`src/rtl/fact_seq.sv`:
```
// ============================================================================
// Module   : fact_seq (with cla4 adder slice)
// Brief    : Sequential n! controller; shift-and-add multiply over a 64-bit
//            ripple of cla4 slices, overflow flag for operands above MAX_N.
// Revision : 1.0 - initial release
// ============================================================================
`default_nettype none

module cla4 (
    input  logic [3:0] a_i,
    input  logic [3:0] b_i,
    input  logic       cin_i,
    output logic [3:0] sum_o,
    output logic       cout_o
);
    logic [3:0] w_g;
    logic [3:0] w_p;
    logic [4:0] w_c;

    assign w_g = a_i & b_i;
    assign w_p = a_i ^ b_i;

    // Carries expanded from generate/propagate rather than rippled bit to bit.
    assign w_c[0] = cin_i;
    assign w_c[1] = w_g[0] | (w_p[0] & cin_i);
    assign w_c[2] = w_g[1] | (w_p[1] & w_g[0]) | (w_p[1] & w_p[0] & cin_i);
    assign w_c[3] = w_g[2] | (w_p[2] & w_g[1]) | (w_p[2] & w_p[1] & w_g[0])
                  | (w_p[2] & w_p[1] & w_p[0] & cin_i);
    assign w_c[4] = w_g[3] | (w_p[3] & w_g[2]) | (w_p[3] & w_p[2] & w_g[1])
                  | (w_p[3] & w_p[2] & w_p[1] & w_g[0])
                  | (w_p[3] & w_p[2] & w_p[1] & w_p[0] & cin_i);

    assign sum_o  = w_p ^ w_c[3:0];
    assign cout_o = w_c[4];
endmodule

module fact_seq #(
    parameter int MAX_N = 20
) (
    input  logic        clk_i,
    input  logic        reset_n_i,
    input  logic        start_i,
    input  logic [4:0]  n_i,
    output logic        busy_o,
    output logic        done_o,
    output logic [63:0] result_o,
    output logic        overflow_o
);
    typedef enum logic [1:0] {
        S_IDLE  = 2'd0,
        S_CHECK = 2'd1,
        S_MUL   = 2'd2,
        S_DONE  = 2'd3
    } state_t;

    localparam logic [5:0] c_MAX_N = 6'(MAX_N);

    state_t      state_q, state_d;
    logic [63:0] acc_q, acc_d;
    logic [63:0] prod_q, prod_d;
    logic [4:0]  cnt_q, cnt_d;
    logic [2:0]  k_q, k_d;
    logic [63:0] result_q, result_d;
    logic        overflow_q, overflow_d;

    logic [63:0] w_addend;
    logic [63:0] w_sum;
    logic [16:0] w_carry;
    logic        w_cout_unused;
    logic [63:0] w_prod_next;

    assign w_addend   = acc_q << k_q;
    assign w_carry[0] = 1'b0;

    generate
        for (genvar gi = 0; gi < 16; gi++) begin : g_cla
            cla4 u_cla4 (
                .a_i   (prod_q[4*gi +: 4]),
                .b_i   (w_addend[4*gi +: 4]),
                .cin_i (w_carry[gi]),
                .sum_o (w_sum[4*gi +: 4]),
                .cout_o(w_carry[gi+1])
            );
        end
    endgenerate

    // Top carry cannot be set for any legal operand, so it is dropped.
    assign w_cout_unused = w_carry[16];
    assign w_prod_next   = cnt_q[k_q] ? w_sum : prod_q;

    always_comb begin
        state_d    = state_q;
        acc_d      = acc_q;
        prod_d     = prod_q;
        cnt_d      = cnt_q;
        k_d        = k_q;
        result_d   = result_q;
        overflow_d = overflow_q;
        case (state_q)
            S_IDLE: begin
                if (start_i) begin
                    if ({1'b0, n_i} > c_MAX_N) begin
                        result_d   = 64'd0;
                        overflow_d = 1'b1;
                        state_d    = S_DONE;
                    end else begin
                        cnt_d   = n_i;
                        acc_d   = 64'd1;
                        state_d = S_CHECK;
                    end
                end
            end
            S_CHECK: begin
                if (cnt_q <= 5'd1) begin
                    result_d   = acc_q;
                    overflow_d = 1'b0;
                    state_d    = S_DONE;
                end else begin
                    prod_d  = 64'd0;
                    k_d     = 3'd0;
                    state_d = S_MUL;
                end
            end
            S_MUL: begin
                prod_d = w_prod_next;
                k_d    = k_q + 3'd1;
                if (k_q == 3'd4) begin
                    acc_d   = w_prod_next;
                    cnt_d   = cnt_q - 5'd1;
                    state_d = S_CHECK;
                end
            end
            S_DONE: begin
                state_d = S_IDLE;
            end
            default: begin
                state_d = S_IDLE;
            end
        endcase
    end

    always_ff @(posedge clk_i or negedge reset_n_i) begin
        if (!reset_n_i) begin
            state_q    <= S_IDLE;
            acc_q      <= 64'd0;
            prod_q     <= 64'd0;
            cnt_q      <= 5'd0;
            k_q        <= 3'd0;
            result_q   <= 64'd0;
            overflow_q <= 1'b0;
        end else begin
            state_q    <= state_d;
            acc_q      <= acc_d;
            prod_q     <= prod_d;
            cnt_q      <= cnt_d;
            k_q        <= k_d;
            result_q   <= result_d;
            overflow_q <= overflow_d;
        end
    end

    assign busy_o     = (state_q != S_IDLE);
    assign done_o     = (state_q == S_DONE);
    assign result_o   = result_q;
    assign overflow_o = overflow_q;
endmodule

`default_nettype wire

```
`config.mk`:
```
export PLATFORM = sky130hd
export DESIGN_NAME = fact_seq
export DESIGN_NICKNAME = d
export VERILOG_FILES = /design/src/rtl/fact_seq.sv
export SDC_FILE = /design/constraint.sdc
export NUM_CORES = 1
export LEC_CHECK = 0
export BUFFER_PORTS_ARGS = -buffer_cell sky130_fd_sc_hd__buf_2
export CAP_MARGIN = 20
export CORE_ASPECT_RATIO = 0.5
export CORE_MARGIN = 3
export CORE_UTILIZATION = 50
export CTS_CLUSTER_SIZE = 14
export DETAILED_ROUTE_END_ITERATION = 12
export PLACE_DENSITY = 0.72
export SYNTH_ARGS = -nofsm -noshare
export SYNTH_HDL_FRONTEND = slang
export SYNTH_SLANG_ARGS = --single-unit
```
`constraint.sdc`:
```
create_clock -name clk_i -period 12.6 [get_ports clk_i]
set_clock_uncertainty 0.1 [all_clocks]
set_input_delay 2.52 -clock clk_i [delete_from_list [all_inputs] [get_ports clk_i]]
set_output_delay 2.52 -clock clk_i [all_outputs]
set_load 0.03 [all_outputs]
```
# Word-level counts from Yosys, hierarchy flattened
# Index checks and enable logic that the tools add are counted.
# Widths: inputs -> output; s select.
totals:
  ff_bits: 203
  inputBits: 8
  output_inout_bits: 67
  elab_cells: 502
classes:
  add_sub_neg: 2
  order_cmp: 3
  n_eq_ne: 10
  n_shift: 1
  muxes: 28
  bitwise: 442
  reduce_logical: 9
ops:
  columns: ["operator", "count"]
  rows:
  - ["$mux 64", 8]
  - ["$pmux 64 s2", 3]
  - ["$and 1x1->1", 242]
  - ["$or 1x1->1", 152]
  - ["$xor 4x4->4", 32]
  - ["$shl 64x3->64", 1]
  - ["$and 4x4->4", 15]
  - ["$mux 5", 3]
  - ["$ne 2x2->1 const B", 6]
  - ["$pmux 5 s2", 1]
  - ["$pmux 2 s4", 1]
  - ["$reduce_and 4->1", 2]
  - ["$reduce_bool 2->1", 4]
  - ["$mux 2", 3]
  - ["$pmux 3 s2", 1]
  - ["$gt 5x5->1 const B", 1]
  - ["$le 5x1->1 const B", 1]
  - ["$mux 1", 5]
  - ["$sub 5x1->5 const B", 1]
  - ["$eq 2x2->1 const B", 2]
  - ["$lt 3x4->1 const B", 1]
  - ["$reduce_and 2->1", 2]
  - ["$add 3x1->3 const B", 1]
  - ["$and 3x3->3", 1]
  - ["6 further kinds", 6]

# Logic depth before layout (Yosys ltp)
# Gate-level depths: netlist of the first run.
depth:
  word_depth: 40
  depth_mapped: 25
  mapped_depth_nobuf: 21

# Cells and area by module
# From an unflattened synthesis of the first run, not the netlist that was laid out.
hier_totals:
  cells_unflattened: 1137
  area_unflattened_um2: 13015.0
by_module_without_submodules:
  columns: ["module", "instances", "cells_per_inst", "area_per_inst_um2", "seq_area_each_um2"]
  rows:
  - ["fact_seq", 1, 897, 10772.8, 5079.9]
  - ["cla4 at g_cla[0].u_cla4 ...", 8, 17, 147.6, 0.0]
  - ["cla4 at g_cla[2].u_cla4 ...", 8, 13, 132.6, 0.0]

# Worst setup path before layout of the first run
# No wires, ideal clock.
synth_path:
  kind: "reg-to-reg"
  from: "reg k_q[1]"
  to: "reg acc_q[61]"
  setup_ps: 133
  arrival_ps: 4742
  required_ps: 12367
  path_slack_ps: 7625
  stages_incl_launch_ff: 21
  path_buffers: 3
  synth_period_minus_slack_ps: 4975
  cell_sequence: "dfrtp_1 buf_2 buf_1 clkbuf_1 mux2_2 mux4_2 ha_1 nand3_2 nor4_4 and3_1 a21oi_1 o21ai_2 a31oi_2 o21bai_4 a31o_2 a21oi_1 fa_1 xor2_1 nor2_1 a21oi_1 o21ai_0"
synth_between:
  elab_chain_cells: 40
  elab_cells_between_ends: 206
  cone_classes: "2 x eq/ne; 1 x shift; 5 x mux; 197 x bitwise; 1 x reduce/logical"
synth_lines:
  columns: ["element", "line", "text"]
  rows:
  - ["start, declared", "62", "logic [2:0] k_q, k_d;"]
  - ["start signal, assigned", "156", "k_q <= k_d;"]
  - ["$shl 64x3->64", "72", "assign w_addend = acc_q << k_q;"]
  - ["$xor 4x4->4 / $and 4x4->4 (equally long branches)", "21, 20", null]
  - ["$and 1x1->1, on equally long branches", "29, 30", null]
  - ["$or 1x1->1, or another cell as far along", "29", "assign w_c[4] = w_g[3] | (w_p[3] & w_g[2]) | (w_p[3] & w_p[2] & w_g[1])"]
  - ["$or 1x1->1 / $and 1x1->1 (equally long branches)", "29, 30", null]
  - ["$or 1x1->1", "30", "| (w_p[3] & w_p[2] & w_p[1] & w_g[0])"]
  - ["$and 1x1->1", "31", "| (w_p[3] & w_p[2] & w_p[1] & w_p[0] & cin_i);"]
  - ["$or 1x1->1", "31", null]
  - ["(+24 left out)", null, null]
  - ["$and 1x1->1", "31", null]
  - ["$or 1x1->1", "31", null]
  - ["$and 1x1->1", "25", "assign w_c[1] = w_g[0] | (w_p[0] & cin_i);"]
  - ["$or 1x1->1", "25", null]
  - ["$xor 4x4->4", "33", "assign sum_o = w_p ^ w_c[3:0];"]
  - ["$mux 64", "89", "assign w_prod_next = cnt_q[k_q] ? w_sum : prod_q;"]
  - ["$mux 64", "127", "if (k_q == 3'd4) begin"]
  - ["$pmux 64 s2", "99", "case (state_q)"]
  - ["end signal, assigned", "145", "acc_q <= 64'd0;"]
  - ["end signal, assigned", "153", "acc_q <= acc_d;"]
  - ["end, declared", "59", "logic [63:0] acc_q, acc_d;"]
# Several ways; a longest one is shown, not always the timed one. The select of a mux whose other input is x is not followed.
# A chain may end at the register's enable or synchronous reset.

# Worst setup path in the final report of the first run
# Ends and elaborated chain as after synthesis.

==> results.txt, run 1 <==
Layout area overhead -> 10.5%
Dominant synthesized flop cell -> dfrtp_1
Main area contributors after synthesis -> dfrtp_1 39%, mux4_2 7.9%, ha_1 6.4%
Yosys warns -> 0
Sink Count -> 203
Root buf cell -> clkbuf_16
Gr ovfl total -> 0
Asr flop ratio synth -> 100%
Yosys reg bits -> 203
Most frequent cells after synthesis -> 203 x dfrtp_1, 159 x nand2_1, 101 x o21ai_0, 97 x a21oi_1, 88 x a22o_1
DR WL/cell -> 20.7 um
RSZ-0062 raised after global routing -> no
Worst skew pair latency -> 0.52 ns
Antenna violations before repair -> 0
Crit-path max FO -> 42
CTS tree -> done
Antenna diodes -> 0
Area of the die -> 28,300 um^2
Port Buf Inserts -> 74
Seq/Total Area, Yosys -> 38.8%
DR vias -> 10,500
Mapped Cells -> 1,279
CTS resizes -> 0
Mean Syn Cell Area -> 10.2 um^2
Post-DP HPWL -> 23,700 um
Outcome -> finished clean
Layout cells sized above 1 -> 20.0%
Hold_sp -> result_o[52]
R2r startpoint -> k_q[1]
Largest net degree at the start of global routing -> 75
Most common cell in the netlist -> dfrtp_1
Clock buffer depth -> 3
Die width -> 235 um
CTS buffer count -> 21
Initial Util -> 51.4%
Die Y -> 120 um
Worst hold path type -> register to register
Worst EP arrival -> 6.15 ns
CTS H-Tree Depth -> 1
Tcrit/Tclk final -> 46.8%
Worst Tran Pin Value -> 0.983 ns
First-pass GRT wire length -> 57,100 um
Routed wire length -> 34,600 um
Clk slew on worst S/H paths -> 0.07 ns
# DRC -> 0
Vias per Instance -> 6.27
Vias in the first global route -> 10,700
Hold Slack -> 0.399 ns
Critical Path Max Stage Delay -> 0.81 ns
CP required -> 12.86 ns
GPL Wtd Cong -> 0.892
# IOs -> 75
Yosys top cell area share -> 38.8%
Hold buffer count at cts -> 0
Hold Fails Final Rpt -> 0
Drt pass-1 iters -> 6
Post-synth cell types -> 70
Yosys top cell by area -> dfrtp_1
Fmax -> 170 MHz
Setup TNS Final -> 0 ns
Number of rows in the core area -> 41
Worst IR Drop VDD -> 201 uV
PD cells -> 243 nW/um^2
Slowest CP cell -> dfrtp_2
Worst Path Buf+Inv -> 2
Startpoint Class -> register
Final Max Tran Viols -> 0
Postcts setup bufs -> 0
Tot GR Track Use -> 24.7%
Mapped Area -> 13,100 um^2
Max Cap Viol -> 0
Crit path cell chain -> buf_4 > mux2_2 > mux4_2 > ha_1 > nand4_1 > nor4_2 > and4_1 > inv_1 > o21ai_2 > a31oi_2 > o21bai_4 > a31o_2 > a21oi_1 > fa_1 > xor2_1 > nor2_1 > a21oi_1 > o21ai_0
Setup Viol. Count Final -> 0
CP most frequent cell -> a21oi_1
Max-slew headroom -> 34.3%
Min cycle time layout -> 5.89 ns
Antenna Violating Nets Remaining -> 0
Number of synthesized flops with an enable pin -> 0
Nets -> 1,403
Crit path max-delay family -> compound AO/OA/AOI/OAI gates
Leak -> 7.05 nW
First DRT Iteration DRCs -> 793
Core area -> 25,400 um^2
Critical path origin -> k_q[1]
Crit. End Element -> register
Type of the worst setup path -> register to register
Synth Net Count -> 1,370
[metrics by stage]
step	instances	worst slack (ns)	utilization [%]	power [W]	area, um^2
floorplan	1279	7.62	-	0.00234	13100
detailed placement	1632	6.78	53.9	0.00282	13700
finish	1670	6.71	56.8	0.00351	14500
CTS	1669	6.78	56.8	0.00349	14400
global placement	1632	6.97	53.9	0.00275	13700
global route	1670	6.20	56.8	0.00375	14500
[cell usage in the layout (no fill, tap or decap), drive strengths merged, types with 4 or more instances in the layout]
cell type / n
dfrtp: 203
nand2: 159
o21ai: 116
a21oi: 103
buf: 89
a22o: 88
nor2: 82
ha: 67
mux2: 54
mux4: 46
mux2i: 38
xnor2: 30
a21o: 28
clkbuf: 28
inv: 23
nor3: 18
fa: 16
and3: 13
xor2: 12
nand3: 11
nand2b: 7
o31ai: 7
o211ai: 6
nand4: 6
and2: 5
clkinvlp: 5
or2: 5
o21bai: 5
a22oi: 4
a32oi: 4
o21a: 4
a31o: 4
[power breakdown]
group          internal [W]  total [W]  switching (W)
registers          0.000790   0.000982       0.000192
logic              0.000715    0.00187        0.00115
clock network      0.000388   0.000665       0.000277
total               0.00189    0.00351        0.00162
[worst paths after layout]
kind                                     end  slack [ns]  cells past startpoint
worst max-delay path               acc_q[61]        6.71                     18
worst min-delay path            result_o[52]        0.40                      1
worst max register to register     acc_q[61]        6.71                     18
worst min register to register  result_o[52]        0.40                      1
max in group asynchronous             k_q[0]        9.11                      2
min in group asynchronous         overflow_o        1.90                      1
[cells by family (layout without fill, tap and decap cells)]
logic type,count (synthesis),count (layout),share of synthesized area (%)
AOI/OAI and AO/OA,391,391,20.2
and+or+nand+nor,320,320,10.7
muxes,138,138,15.5
adders and majority gates,83,83,8.86
buffers and inverters,102,149,3.10
DFF,203,203,38.8
xor gates and xnor gates,42,42,2.81
[cell type report]
| class | instances | area (um^2) |
|---|---|---|
| repair buffers | 90 | 512 |
| flip-flops and latches | 203 | 5090 |
| clock inverters | 10 | 141 |
| well taps | 344 | 430 |
| clock buffers | 27 | 578 |
| fillers | 2191 | 11000 |
| inverters | 22 | 85.1 |
| multi-input cells | 974 | 7630 |
[routing by layer]
layer	vias up	wire length, um	GRT usage, %
met4	0	834	7.33
met5	-	0	0
li1	4788	-	-
met1	5292	16300	35.7
met3	70	2140	3.65
met2	327	15400	38.8
[flip-flops by register name, summed over array words and instances, names as in the netlist]
register / count
acc_q: 64
cnt_q: 5
k_q: 3
overflow_o: 1
prod_q: 64
result_o: 64
state_q: 2
Note: power is estimated with default switching activity, not from simulation.
==> run 2, diff against run 1 <==
--- a/config.mk
+++ b/config.mk
@@ -5,6 +5,7 @@
 export SDC_FILE = /design/constraint.sdc
 export NUM_CORES = 1
 export LEC_CHECK = 0
+export ABC_AREA = 1
 export BUFFER_PORTS_ARGS = -buffer_cell sky130_fd_sc_hd__buf_2
 export CAP_MARGIN = 20
 export CORE_ASPECT_RATIO = 0.5
@@ -12,7 +13,7 @@
 export CORE_UTILIZATION = 50
 export CTS_CLUSTER_SIZE = 14
 export DETAILED_ROUTE_END_ITERATION = 12
-export PLACE_DENSITY = 0.72
+export PLACE_DENSITY = 0.75
 export SYNTH_ARGS = -nofsm -noshare
 export SYNTH_HDL_FRONTEND = slang
 export SYNTH_SLANG_ARGS = --single-unit
==> constraint.sdc (replaced) <==
create_clock -name clk_i -period 5.25 [get_ports clk_i]
set_clock_uncertainty 0.1 [all_clocks]
set_input_delay 1.05 -clock clk_i [delete_from_list [all_inputs] [get_ports clk_i]]
set_output_delay 1.05 -clock clk_i [all_outputs]
set_load 0.03 [all_outputs]
==> results.txt, run 2 <==
Asr flop ratio synth -> 100% (unchanged)
Post-DP HPWL -> 20,300 um (-14%)
Cells after DPL -> 1,943 (+19%)
Met1 Resource Use GR -> 31.1% (-4.6 points)
Hold Fails Final Rpt -> 0 (unchanged)
Main area contributors after synthesis -> dfrtp_1 40%, nand2_1 12%, o21ai_0 11%
Layout cells sized above 1 -> 11.3% (-8.6 points)
Routed wire length -> 29,700 um (-14%)
Tcrit/Tclk final -> 92.4% (+46 points)
Worst Tran Pin Value -> 0.880 ns (-0.103 ns)
Root buf cell -> clkbuf_16
Max Cap Viol -> 0 (unchanged)
Initial Util -> 52.1% (+0.73 points)
Final Max Tran Viols -> 0 (unchanged)
Hold buffer count at cts -> 0 (unchanged)
Post-synth cell types -> 38 (-46%)
Most common cell in the netlist -> nand2_1
CTS tree -> done
Clock buffer depth -> 3 (unchanged)
Fmax -> 206 MHz (+21%)
Setup Viol. Count Final -> 0 (unchanged)
Mapped Cells -> 1,600 (+25%)
# IOs -> 75 (unchanged)
Antenna diodes -> 0 (unchanged)
Commonest non-fill, non-tap cells in the layout -> 417 x nand2_1, 269 x o21ai_0, 200 x dfrtp_1
Area of the multi-input gates -> 6870 um^2 (-9.9%)
Core Util, Final -> 58.3% (+1.5 points)
CTS H-Tree Depth -> 1 (unchanged)
Fill count -> 2,192 (+0.046%)
Type of the worst setup path -> register to register
GPL Wtd Cong -> 0.861 (-3.5%)
PD cells -> 726 nW/um^2 (+200%)
Seq/Total Area, Yosys -> 39.6% (+0.82 points)
Startpoint Class -> register
Yosys reg bits -> 203 (unchanged)
Area of the die -> 27,700 um^2 (-2.0%)
Met3 usage -> 3.08% (-0.56 points)
Antenna Violating Nets Remaining -> 0 (unchanged)
Crit-path max FO -> 11 (-74%)
Antenna violations before repair -> 0 (unchanged)
Core area -> 24,600 um^2 (-3.4%)
Busiest grt layer -> met2
Worst hold path type -> register to register
CP most frequent cell -> nand2_4
Sink Count -> 203 (unchanged)
Worst IR Drop VDD -> 469 uV (+130%)
Vias per Instance -> 5.42 (-14%)
CTS buffer count -> 20 (-4.8%)
Yosys top cell area share -> 39.6% (+0.82 points)
Port Buf Inserts -> 74 (unchanged)
Outcome -> finished clean
DR vias -> 10,800 (+3.0%)
Number of rows in the core area -> 40 (-2.4%)
Gr ovfl total -> 0 (unchanged)
Tot GR Track Use -> 21.5% (-3.2 points)
Slowest CP cell -> dfrtp_4
Mapped Area -> 12,800 um^2 (-2.1%)
Min cycle time layout -> 4.85 ns (-1.04 ns)
DR WL/cell -> 14.9 um (-28%)
Largest net degree at the start of global routing -> 95 (+27%)
Layout area overhead -> 11.8%
Dominant synthesized flop cell -> dfrtp_1
Commonest non-fill, non-tap cell in the layout -> nand2_1
First DRT Iteration DRCs -> 835 (+5.3%)
Max-slew headroom -> 41.3% (+6.9 points)
Synth Net Count -> 1,691 (+23%)
Number of synthesized flops with an enable pin -> 0 (unchanged)
Mean Syn Cell Area -> 8.01 um^2 (-22%)
Vias in the first global route -> 10,100 (-5.9%)
Worst skew pair latency -> 0.52 ns (about the same)
Leak -> 7.03 nW (-0.22%)
CP required -> 5.58 ns (-7.28 ns)
Register Area -> 5090 um^2 (unchanged)
Final std cells w/o fill -> 1,993 (+19%)
Die Y -> 119 um (-0.98%)
GR Layer Usage met2 -> 34.7% (-4.1 points)
# DRC -> 0 (unchanged)
Critical Path Max Stage Delay -> 0.52 ns (-0.29 ns)
First-pass GRT wire length -> 49,900 um (-13%)
Nets -> 1,734 (+24%)
Clk slew on worst S/H paths -> 0.07 ns (about the same)
Yosys top cell by area -> dfrtp_1
Drt pass-1 iters -> 5 (-1)
Yosys warns -> 0 (unchanged)
Worst EP arrival -> 5.19 ns (-0.96 ns)
Most frequent cells after synthesis -> 419 x nand2_1, 281 x o21ai_0, 203 x dfrtp_1, 153 x inv_1, 100 x mux2i_1
Die width -> 232 um (-1.0%)
Crit. End Element -> register
[run 2: cell types whose count changed in the layout (fill, tap and decap cells not counted), sizes merged, moves of 31 or more]
| cell | change |
|---|---|
| mux2i | +62 |
| inv | +131 |
| a22o | -85 |
| mux2 | -54 |
| nand2 | +290 |
| nand3 | +34 |
| nor2 | -54 |
| a21oi | -36 |
| mux4 | -46 |
| o211ai | +31 |
| o21ai | +170 |
[run 2: area by class of cell]
type	instances	share of cell area, %
flip-flops and latches	203	35.5
clock buffers	28	4.05
well taps	336	2.93
inverters	156	4.09
clock inverters	8	0.533
multi-input cells	1157	48.0
repair buffers	105	4.95
[run 2: metrics by stage]
stage | setup WS, ns | area, um^2 | power, W | TNS (ns) | hold WS (ns)
final | 0.396 | 14300 | 0.0104 | 0 | 0.380
after CTS | 0.162 | 14100 | 0.0102 | 0 | 0.384
after global routing | -0.0721 | 14300 | 0.0115 | -0.178 | 0.400
after detailed placement | 0.210 | 13500 | 0.00874 | 0 | 0.367
after floorplan | 0.0974 | 12800 | 0.00726 | 0 | 0.349
after global placement | 0.330 | 13500 | 0.00860 | 0 | 0.362
[run 2: layer usage]
layer | routed length [um] | part of all wire [%] | vias up
met3 | 1180 | 4.0 | 38
met4 | 552 | 1.9 | 0
met5 | 0 | 0 | -
met1 | 14300 | 48 | 5176
li1 | - | - | 5419
met2 | 13600 | 46 | 160
[run 2: final timing paths]
| kind | to | slack, ns | start | cells after the start |
|---|---|---|---|---|
| max reg2reg | acc_q[60] | 0.40 | k_q[0] | 40 |
| max | acc_q[60] | 0.40 | k_q[0] | 40 |
| min in group asynchronous | result_o[37] | 0.47 | reset_n_i | 1 |
| min | result_o[23] | 0.38 | result_o[23] | 2 |
| max in group asynchronous | result_o[23] | 3.58 | reset_n_i | 2 |
| min reg2reg | result_o[23] | 0.38 | result_o[23] | 2 |
[run 2: worst max-delay path: cells and delay by family, from the launching register on]
| kind | cells | cell delay [ns] |
|---|---|---|
| compound gates | 7 | 1.18 |
| flops | 1 | 0.52 |
| buf+inv | 2 | 0.23 |
| fa+ha+maj | 2 | 0.71 |
| simple gates | 29 | 2.03 |
[run 2: kinds of logic after synthesis]
family / Yosys count / share of synthesized area (%)
AND/OR/NAND/NOR: 545 / 17.9
AO/OA/AOI/OAI: 404 / 16.8
buffers and inverters: 240 / 7.10
flip-flops: 203 / 39.6
multiplexers: 100 / 7.81
adder cells (fa/ha/maj): 83 / 9.04
XOR/XNOR: 25 / 1.71
[run 2: report_power, final]
group / internal (W) / leakage (nW) / total, W / switching, W
registers: 0.00218 / 2.71 / 0.00265 / 0.000479
clock network: 0.000826 / 0.330 / 0.00146 / 0.000638
logic: 0.00215 / 4.00 / 0.00629 / 0.00414
total: 0.00515 / 7.03 / 0.0104 / 0.00526
[run 2: what timing repair did]
action                                  4_1_cts  5_1_grt
buffers inserted                              0       12
endpoints found under the setup margin        0        9
resized for setup                             0       21
